`src/rtl/broadsync_pkg.sv`:
```
// Shared definitions for the broadsync frame controller: FSM encoding and error counter width.
package broadsync_pkg;

    localparam int ERR_CNT_W = 16;

    typedef enum logic [1:0] {
        ST_IDLE        = 2'd0,
        ST_ISSUE       = 2'd1,
        ST_WAIT_DONE   = 2'd2,
        ST_WAIT_PERIOD = 2'd3
    } frame_state_e;

endpackage

```
`src/rtl/broadsync_sat_cnt.sv`:
```
// Saturating up-counter; holds at all-ones, cleared only by reset.
module broadsync_sat_cnt
    import broadsync_pkg::*;
#(
    parameter int W = ERR_CNT_W
) (
    input  logic         ptp_clk,
    input  logic         ptp_reset_n,
    input  logic         inc,
    output logic [W-1:0] cnt
);

    always_ff @(posedge ptp_clk or negedge ptp_reset_n) begin
        if (!ptp_reset_n)
            cnt <= '0;
        else if (inc && (cnt != {W{1'b1}}))
            cnt <= cnt + 1'b1;
    end

endmodule

```
`src/rtl/broadsync_frame_ctrl.sv`:
```
// Broadsync frame scheduler: issues periodic frame_en pulses, supervises completion,
// captures good received time and tracks lock / error statistics.
module broadsync_frame_ctrl
    import broadsync_pkg::*;
#(
    parameter int PERIOD_WIDTH  = 32,
    parameter int TIMEOUT_WIDTH = 24,
    parameter int NS_WIDTH      = 30,
    parameter int S_WIDTH       = 48,
    parameter int LOCK_WIDTH    = 4
) (
    input  logic                            ptp_clk,
    input  logic                            ptp_reset_n,
    input  logic                            cfg_enable,
    input  logic [PERIOD_WIDTH-1:0]         cfg_period,
    input  logic [TIMEOUT_WIDTH-1:0]        cfg_timeout,
    input  logic [LOCK_WIDTH-1:0]           cfg_lock_count,
    output logic                            frame_en,
    input  logic                            frame_done,
    input  logic                            frame_error,
    input  logic                            lock_value_out,
    input  logic [S_WIDTH+NS_WIDTH+1:0]     time_value_out,
    output logic [S_WIDTH+NS_WIDTH+1:0]     captured_time,
    output logic                            capture_valid,
    output logic                            locked,
    output logic                            busy,
    output logic [ERR_CNT_W-1:0]            err_timeout_cnt,
    output logic [ERR_CNT_W-1:0]            err_frame_cnt
);

    frame_state_e              state, state_nxt;
    logic [PERIOD_WIDTH-1:0]   period_cnt, period_load;
    logic [TIMEOUT_WIDTH-1:0]  tmo_cnt;
    logic [LOCK_WIDTH-1:0]     good_cnt, good_nxt, lock_cfg, lock_cfg_nxt;
    logic                      in_wait, period_zero, tmo_hit;
    logic                      done_ok, done_err, frame_miss;

    assign in_wait     = (state == ST_WAIT_DONE);
    assign period_zero = (period_cnt == '0);
    assign tmo_hit     = (cfg_timeout != '0) && (tmo_cnt == cfg_timeout);
    assign done_ok     = in_wait && frame_done && !frame_error;
    assign done_err    = in_wait && frame_done && frame_error;
    assign frame_miss  = in_wait && !frame_done && (period_zero || tmo_hit);

    assign period_load = (cfg_period < PERIOD_WIDTH'(2)) ? PERIOD_WIDTH'(1) : cfg_period - 1'b1;

    always_comb begin
        state_nxt = state;
        frame_en  = (state == ST_ISSUE);
        busy      = (state == ST_ISSUE) || (state == ST_WAIT_DONE);
        case (state)
            ST_IDLE:        if (cfg_enable) state_nxt = ST_ISSUE;
            ST_ISSUE:       state_nxt = ST_WAIT_DONE;
            ST_WAIT_DONE: begin
                // Overrun wins over a simultaneous timeout: the frame slot is already used up.
                if (frame_done || (tmo_hit && !period_zero))
                    state_nxt = ST_WAIT_PERIOD;
                else if (period_zero)
                    state_nxt = cfg_enable ? ST_ISSUE : ST_IDLE;
            end
            ST_WAIT_PERIOD: if (period_zero) state_nxt = cfg_enable ? ST_ISSUE : ST_IDLE;
            default:        state_nxt = ST_IDLE;
        endcase
    end

    always_comb begin
        good_nxt = good_cnt;
        if (done_ok) begin
            if (!lock_value_out)
                good_nxt = '0;
            else if (good_cnt >= cfg_lock_count)
                good_nxt = cfg_lock_count;
            else
                good_nxt = good_cnt + 1'b1;
        end else if (done_err || frame_miss) begin
            good_nxt = '0;
        end
    end

    assign lock_cfg_nxt = in_wait ? cfg_lock_count : lock_cfg;

    always_ff @(posedge ptp_clk or negedge ptp_reset_n) begin
        if (!ptp_reset_n) begin
            state         <= ST_IDLE;
            period_cnt    <= '0;
            tmo_cnt       <= '0;
            good_cnt      <= '0;
            lock_cfg      <= '0;
            locked        <= 1'b0;
            capture_valid <= 1'b0;
            captured_time <= '0;
        end else begin
            state    <= state_nxt;
            good_cnt <= good_nxt;
            lock_cfg <= lock_cfg_nxt;
            locked   <= (lock_cfg_nxt != '0) && (good_nxt >= lock_cfg_nxt) && cfg_enable;
            // The ISSUE cycle is itself the first decrement, so the count hits 0
            // in the last cycle of the frame slot.
            if (state == ST_ISSUE)
                period_cnt <= period_load - 1'b1;
            else if ((state != ST_IDLE) && !period_zero)
                period_cnt <= period_cnt - 1'b1;
            if (state == ST_ISSUE)
                tmo_cnt <= '0;
            else if (in_wait)
                tmo_cnt <= tmo_cnt + 1'b1;
            capture_valid <= done_ok;
            if (done_ok)
                captured_time <= time_value_out;
        end
    end

    broadsync_sat_cnt #(.W(ERR_CNT_W)) u_tmo_err (
        .ptp_clk     (ptp_clk),
        .ptp_reset_n (ptp_reset_n),
        .inc         (frame_miss),
        .cnt         (err_timeout_cnt)
    );

    broadsync_sat_cnt #(.W(ERR_CNT_W)) u_frm_err (
        .ptp_clk     (ptp_clk),
        .ptp_reset_n (ptp_reset_n),
        .inc         (done_err),
        .cnt         (err_frame_cnt)
    );

endmodule

```
`config.mk`:
```
export PLATFORM = sky130hd
export DESIGN_NAME = broadsync_frame_ctrl
export DESIGN_NICKNAME = d
export VERILOG_FILES = /design/src/rtl/broadsync_pkg.sv /design/src/rtl/broadsync_sat_cnt.sv /design/src/rtl/broadsync_frame_ctrl.sv
export SDC_FILE = /design/constraint.sdc
export NUM_CORES = 1
export LEC_CHECK = 0
export CAP_MARGIN = 20
export CORE_MARGIN = 1
export CORE_UTILIZATION = 50
export CTS_CLUSTER_DIAMETER = 50
export DETAILED_ROUTE_END_ITERATION = 8
export PLACE_DENSITY = 0.93
export SLEW_MARGIN = 20
export SYNTH_ARGS = -nofsm -noshare
export SYNTH_HDL_FRONTEND = slang
export SYNTH_SLANG_ARGS = --single-unit
```
`constraint.sdc`:
```
create_clock -name ptp_clk -period 4.3 [get_ports ptp_clk]
set_clock_uncertainty 0.1 [all_clocks]
set_input_delay 0.43 -clock ptp_clk [delete_from_list [all_inputs] [get_ports ptp_clk]]
set_output_delay 0.43 -clock ptp_clk [all_outputs]
set_load 0.1 [all_outputs]
```
# Word-level counts from Yosys, hierarchy flattened
# Cells that the tools add are included.
# word_totals
regBits,180
inputBits,146
output_inout_bits,116
elab_cells,68
# op_classes
n_addsub,7
order_cmp,3
n_eq_ne,7
mux,15
reduce_logical,26
# ops
op,count
$mux W32,3
$sub A32 B1 Y32 const B,3
$mux W24,2
$add A16 B1 Y16 const B,2
$logic_not A32 Y1,1
$lt A32 B2 Y1 const B,1
$ne A16 B16 Y1 const B,2
$add A24 B1 Y24 const B,1
$eq A24 B24 Y1,1
$reduce_bool A24 Y1,1
$mux W4,5
$logic_and A1 B1 Y1,12
$ge A4 B4 Y1,2
$pmux W2 S4,1
$mux W2,3
$reduce_bool A2 Y1,3
$add A4 B1 Y4 const B,1
$eq A2 B2 Y1 const B,2
$logic_or A1 B1 Y1,4
$reduce_bool A4 Y1,1
$logic_not A1 Y1,3
$eq A2 B1 Y1 const B,1
$logic_not A2 Y1,1
$ne A2 B2 Y1 const B,1
$mux W1,1

# Longest topological paths before layout
# logic_depth
word_depth,10
depth_mapped,17
mapped_depth_nobuf,16

# Hierarchy
# Synthesis repeated with hierarchy kept, for this count alone.
# unflattened
hier_cells,1229
area_unflattened_um2,10692.8
# by_module_without_submodules
module,instances,cells_per_inst,area_per_inst_um2,seq_area_each_um2
broadsync_frame_ctrl,1,1085,8973.6,3703.6
broadsync_sat_cnt,2,72,859.6,400.4

# Worst setup path after synthesis
# Ideal clock, no wire load.
# synth_path
kind,flip-flop to flip-flop
start,reg state[1]
end,reg period_cnt[16]
setup_ns,0.082
arrival_time_ns,4.092
required_time_ns,4.118
setup_slack_ns,0.026
path_stages_with_launch,17
n_path_buf,5
period_less_slack_ns,4.274
cell_sequence,dfrtp_1 -> inv_1 -> ha_1 -> clkbuf_1 -> inv_1 -> clkbuf_1 -> clkbuf_1 -> clkbuf_1 -> a21oi_1 -> ha_1 -> o311ai_2 -> a211o_4 -> nor3_4 -> buf_6 -> nand2_1 -> mux2_4 -> o22ai_2
# synth_between
elab_cells_between_ends,5
classes_between,1 x eq/ne; 1 x mux; 3 x reduce/logical
# synth_rtl
item,line,source
"start, declared",broadsync_frame_ctrl.sv:31,"frame_state_e state, state_nxt;"
"start signal, assigned",broadsync_frame_ctrl.sv:93,state <= state_nxt;
$eq A2 B1 Y1 *,n/a,
via frame_en,broadsync_frame_ctrl.sv:18,"output logic frame_en,"
$mux W32 or $reduce_bool A2 Y1 (tied branches),n/a,
"end signal, assigned",broadsync_frame_ctrl.sv:100,period_cnt <= period_load - 1'b1;
"end signal, assigned",broadsync_frame_ctrl.sv:102,period_cnt <= period_cnt - 1'b1;
"end, declared",broadsync_frame_ctrl.sv:32,"logic [PERIOD_WIDTH-1:0] period_cnt, period_load;"
# Mark *: on every way through the listed nets, which the timed path passes. The rest lies on a longest branch.
# A chain may end at the register's enable or synchronous reset.

# Worst setup path after layout
# layout_path
start,in cfg_period[14]
end,reg period_cnt[31]
# layout_between
elab_chain_cells,4
elab_cells_between_ends,5
classes_between,2 x add/sub; 1 x order compare; 2 x mux
# layout_rtl
item,line,source
"start, declared",broadsync_frame_ctrl.sv:15,"input logic [PERIOD_WIDTH-1:0] cfg_period,"
$sub A32 B1 Y32 or $lt A32 B2 Y1 (tied branches),broadsync_frame_ctrl.sv:45,assign period_load = (cfg_period < PERIOD_WIDTH'(2)) ? PERIOD_WIDTH'(1) : cfg_period - 1'b1;
$mux W32 *,broadsync_frame_ctrl.sv:45,
$sub A32 B1 Y32 *,broadsync_frame_ctrl.sv:100,
$mux W32 *,broadsync_frame_ctrl.sv:99,if (state == ST_ISSUE)
# Mark *: on every way between the ends. The rest lies on a longest branch, timed or not.

==> flow_metrics.py <==
metrics = {
    "synthesis": {
        "synth_top_area_share": 0.437,
        "synth_seq_cells": 180,
        "synth_top_area_cell": "dfrtp_1",
        "synth_edf_count": 0,
        "ys_types": 86,
        "yosys_warnings": 0,
        "async_flop_share": 1.00,
        "synthTopCellsByCount": "nand2_1, dfrtp_1, nor2_1",
        "syn_inst": 1187,
        "syn_avg_cell_area_sq_um": 8.69,
        "yosysSeqAreaShare": 0.437,
        "yosysMostFrequentCell": "nand2_1",
        "synth_area_leaders": "dfrtp_1, nand2_1, xnor2_1",
        "synth_fp_nets": 1352,
        "synth_flop_cell": "dfrtp_1",
        "synthesis.area_sq_mm": 0.0103,
    },
    "global_route": {
        "grt_pass1_vias": 9804,
        "antenna_found_initial": 0,
        "grt_pass1_wl_um": 48200,
        "grt_usage": 0.281,
        "grt_max_degree": 108,
        "gr-total-overflow": 0,
    },
    "place": {
        "dpl.cell_count": 1707,
        "hpwl_um": 21800,
        "gp_congestion": 0.910,
        "port_buffers": 261,
    },
    "drt": {
        "drtAntennaViolNets": 0,
        "detail_route.first_pass.iterations": 6,
        "wl_per_cell_um": 16.9,
        "wl_um": 29300,
        "drtIter0Drc": 825,
        "drcViolationCount": 0,
        "vias": 9821,
        "via_per_inst": 5.65,
    },
    "timing": {
        "setup_viol": 0,
        "fin_crit_ps": 3830,
        "fin_crit_sh": 0.891,
        "hold_viol_final": 5,
        "finalSetupTns_ps": 0,
        "rsz0062_at_grt": "no",
        "worstMarginPinSlew_ps": 1090,
        "max_freq_mhz": 261,
        "slew_headroom": 0.272,
        "drv_slew": 0,
        "hold_ws_ps": -20.8,
    },
    "setup_path": {
        "cp-start-kind": "input pin",
        "crit_buf_inv": 2,
        "end_kind": "register",
        "cp.arrival_ps": 4050,
        "rr_worst_depth": 14,
        "rrSetupSlack_ps": 730,
        "path_max_fanout": 9,
        "crit_chain": "clkdlybuf4s50_1 -> or4_1 -> or4_4 -> buf_4 -> o31ai_4 -> a41oi_1 -> nor3_1 -> and4_1 -> nand4_1 -> xnor2_1 -> o311ai_1",
        "crit_path_top_delay_cell": "or4_1",
        "reg2reg_from": "state[1]$_DFFE_PN0P_",
        "crit_family": "simple AND/OR/NAND/NOR gates",
        "cp.required_ps": 4520,
        "slowest_delay_ps": 620,
        "timing.rr.end": "period_cnt[30]$_DFFE_PN0P_",
        "path_class": "input pin to register",
    },
    "layout": {
        "final_cells": 1739,
        "antenna_cells": 0,
        "area_growth_pct": 35.6,
        "layout-drive-gt1-share": 0.0871,
        "layout.nets": 1621,
    },
    "floorplan": {
        "coreArea_sq_mm": 0.0202,
        "dieArea_sq_mm": 0.0212,
        "fp-row-count": 52,
        "fp.dieH_um": 146,
        "io_pins": 262,
        "die_w_um": 146,
        "initial_core_util": 0.510,
    },
    "job": {
        "cap_violations": 0,
    },
    "status": {
        "violations": "negative hold slack",
        "outcome": "complete, but fails checks",
    },
    "cts": {
        "clockBufferDepth": 2,
        "cts_tree": "done",
        "clkLatencyLatePin_ps": 420,
        "cts_buffers": 17,
        "cts_hold_buf": 0,
        "cts_resized": 0,
        "clock_sinks": 180,
        "cts_setup_buffers": 0,
        "clockRootBuffer": "clkbuf_16",
        "cts_max_level": 4,
        "path_clk_slew_ps": 80,
    },
    "power": {
        "ir_worst_vdd_v": 0.000403,
        "power_density_mw_per_mm2": 756,
        "leakagePower_nw": 6.02,
    },
    "worst_hold_path": {
        "hp-class": "input pin to asynchronous set/reset pin",
    },
}
## logic make-up after synthesis
family / synth area share
AO/OA/AOI/OAI: 0.131
XOR/XNOR: 0.0917
adder cells (fa/ha/maj): 0.0231
buffers and inverters: 0.0363
flip-flops: 0.437
multiplexers: 0.0149
AND/OR/NAND/NOR: 0.267
## worst reg2reg max path: stages (launching register included)
cell      delay (ps)
dfrtp_1          480
inv_1            120
ha_2             330
inv_1            280
buf_4            290
nor3_1            90
a21oi_1          130
ha_1             190
o311ai_2         150
a211o_4          350
nor3_4           280
buf_4            200
nand3_1           90
o21a_1           200
o31ai_1          170
## where the power goes
part | switching [mW] | internal, mW | total (mW)
Sequential | 0.433 | 2.28 | 2.71
Combinational | 4.62 | 1.73 | 6.35
Clock | 0.730 | 0.786 | 1.52
## cell type report
type                       count  area, sq um
clock buffer                  18          439
clock inverter                14          139
multi-input combinational    917         5450
tap                          270          338
inverter                      28          105
fill                        1449         6250
timing repair buffer         312         3010
sequential                   180         4500
## stage by stage
step           instance area (sq um)  utilization  power, mW  hold WS [ps]  setup slack (ps)
6_report                       14000        0.691       10.6         -20.8               470
5_1_grt                        14000        0.691       11.1          69.4               245
4_1_cts                        14000        0.691       10.6          58.7               484
3_5_place_dp                   13400        0.662       9.04           362              16.9
3_3_place_gp                   13400        0.662       8.84           356              84.8
2_1_floorplan                  10300            -       7.38          34.4              26.3
## sequential cells by signal, summed over array words and instances, names as in the netlist
signal,flops
tmo_cnt,24
locked,1
lock_cfg,4
good_cnt,4
u_tmo_err.cnt,16
captured_time,80
state,2
u_frm_err.cnt,16
capture_valid,1
period_cnt,32
## metal layers
layer  up-vias  track usage  wire (um)
met4         0        0.115        971
li1       4651            -          -
met2       421        0.483      14700
met3        78       0.0511       1740
met1      4671        0.349      12000
met5         -            0          0
## worst max path at each step
stage          cells after the start                    endpoint  slack, ps                  from
3_5_place_dp                      14  period_cnt[30]$_DFFE_PN0P_         20        cfg_period[26]
5_1_grt                           14  period_cnt[30]$_DFFE_PN0P_        240        cfg_period[25]
4_1_cts                           14  period_cnt[30]$_DFFE_PN0P_        480        cfg_period[26]
3_3_place_gp                      14  period_cnt[30]$_DFFE_PN0P_         80        cfg_period[26]
6_report                          11  period_cnt[31]$_DFFE_PN0P_        470        cfg_period[14]
2_1_floorplan                     16  period_cnt[16]$_DFFE_PN0P_         30  state[1]$_DFFE_PN0P_
## cells in the final DEF, fill, tap and decap left out, types with 6 or more instances in the layout
master	synthesis	layout
a211oi_1	8	8
a21o_1	6	6
a21oi_1	40	39
and3_1	12	12
buf_4	1	51
clkbuf_16	0	17
clkdlybuf4s50_1	0	259
dfrtp_1	180	180
ha_1	19	18
inv_1	28	27
mux2_2	6	6
mux2i_1	6	6
nand2_1	306	306
nand2b_1	13	13
nand3_1	32	32
nand4_1	28	28
nor2_1	78	78
nor2b_1	13	13
nor3_1	26	26
nor4_1	23	23
o211ai_1	6	6
o21ai_0	43	43
o21ai_1	11	11
o22ai_1	7	7
or2_2	6	6
or3_1	13	13
or4_1	9	9
xnor2_1	73	73
xor2_1	35	35
(Power assumes the default switching activity.)
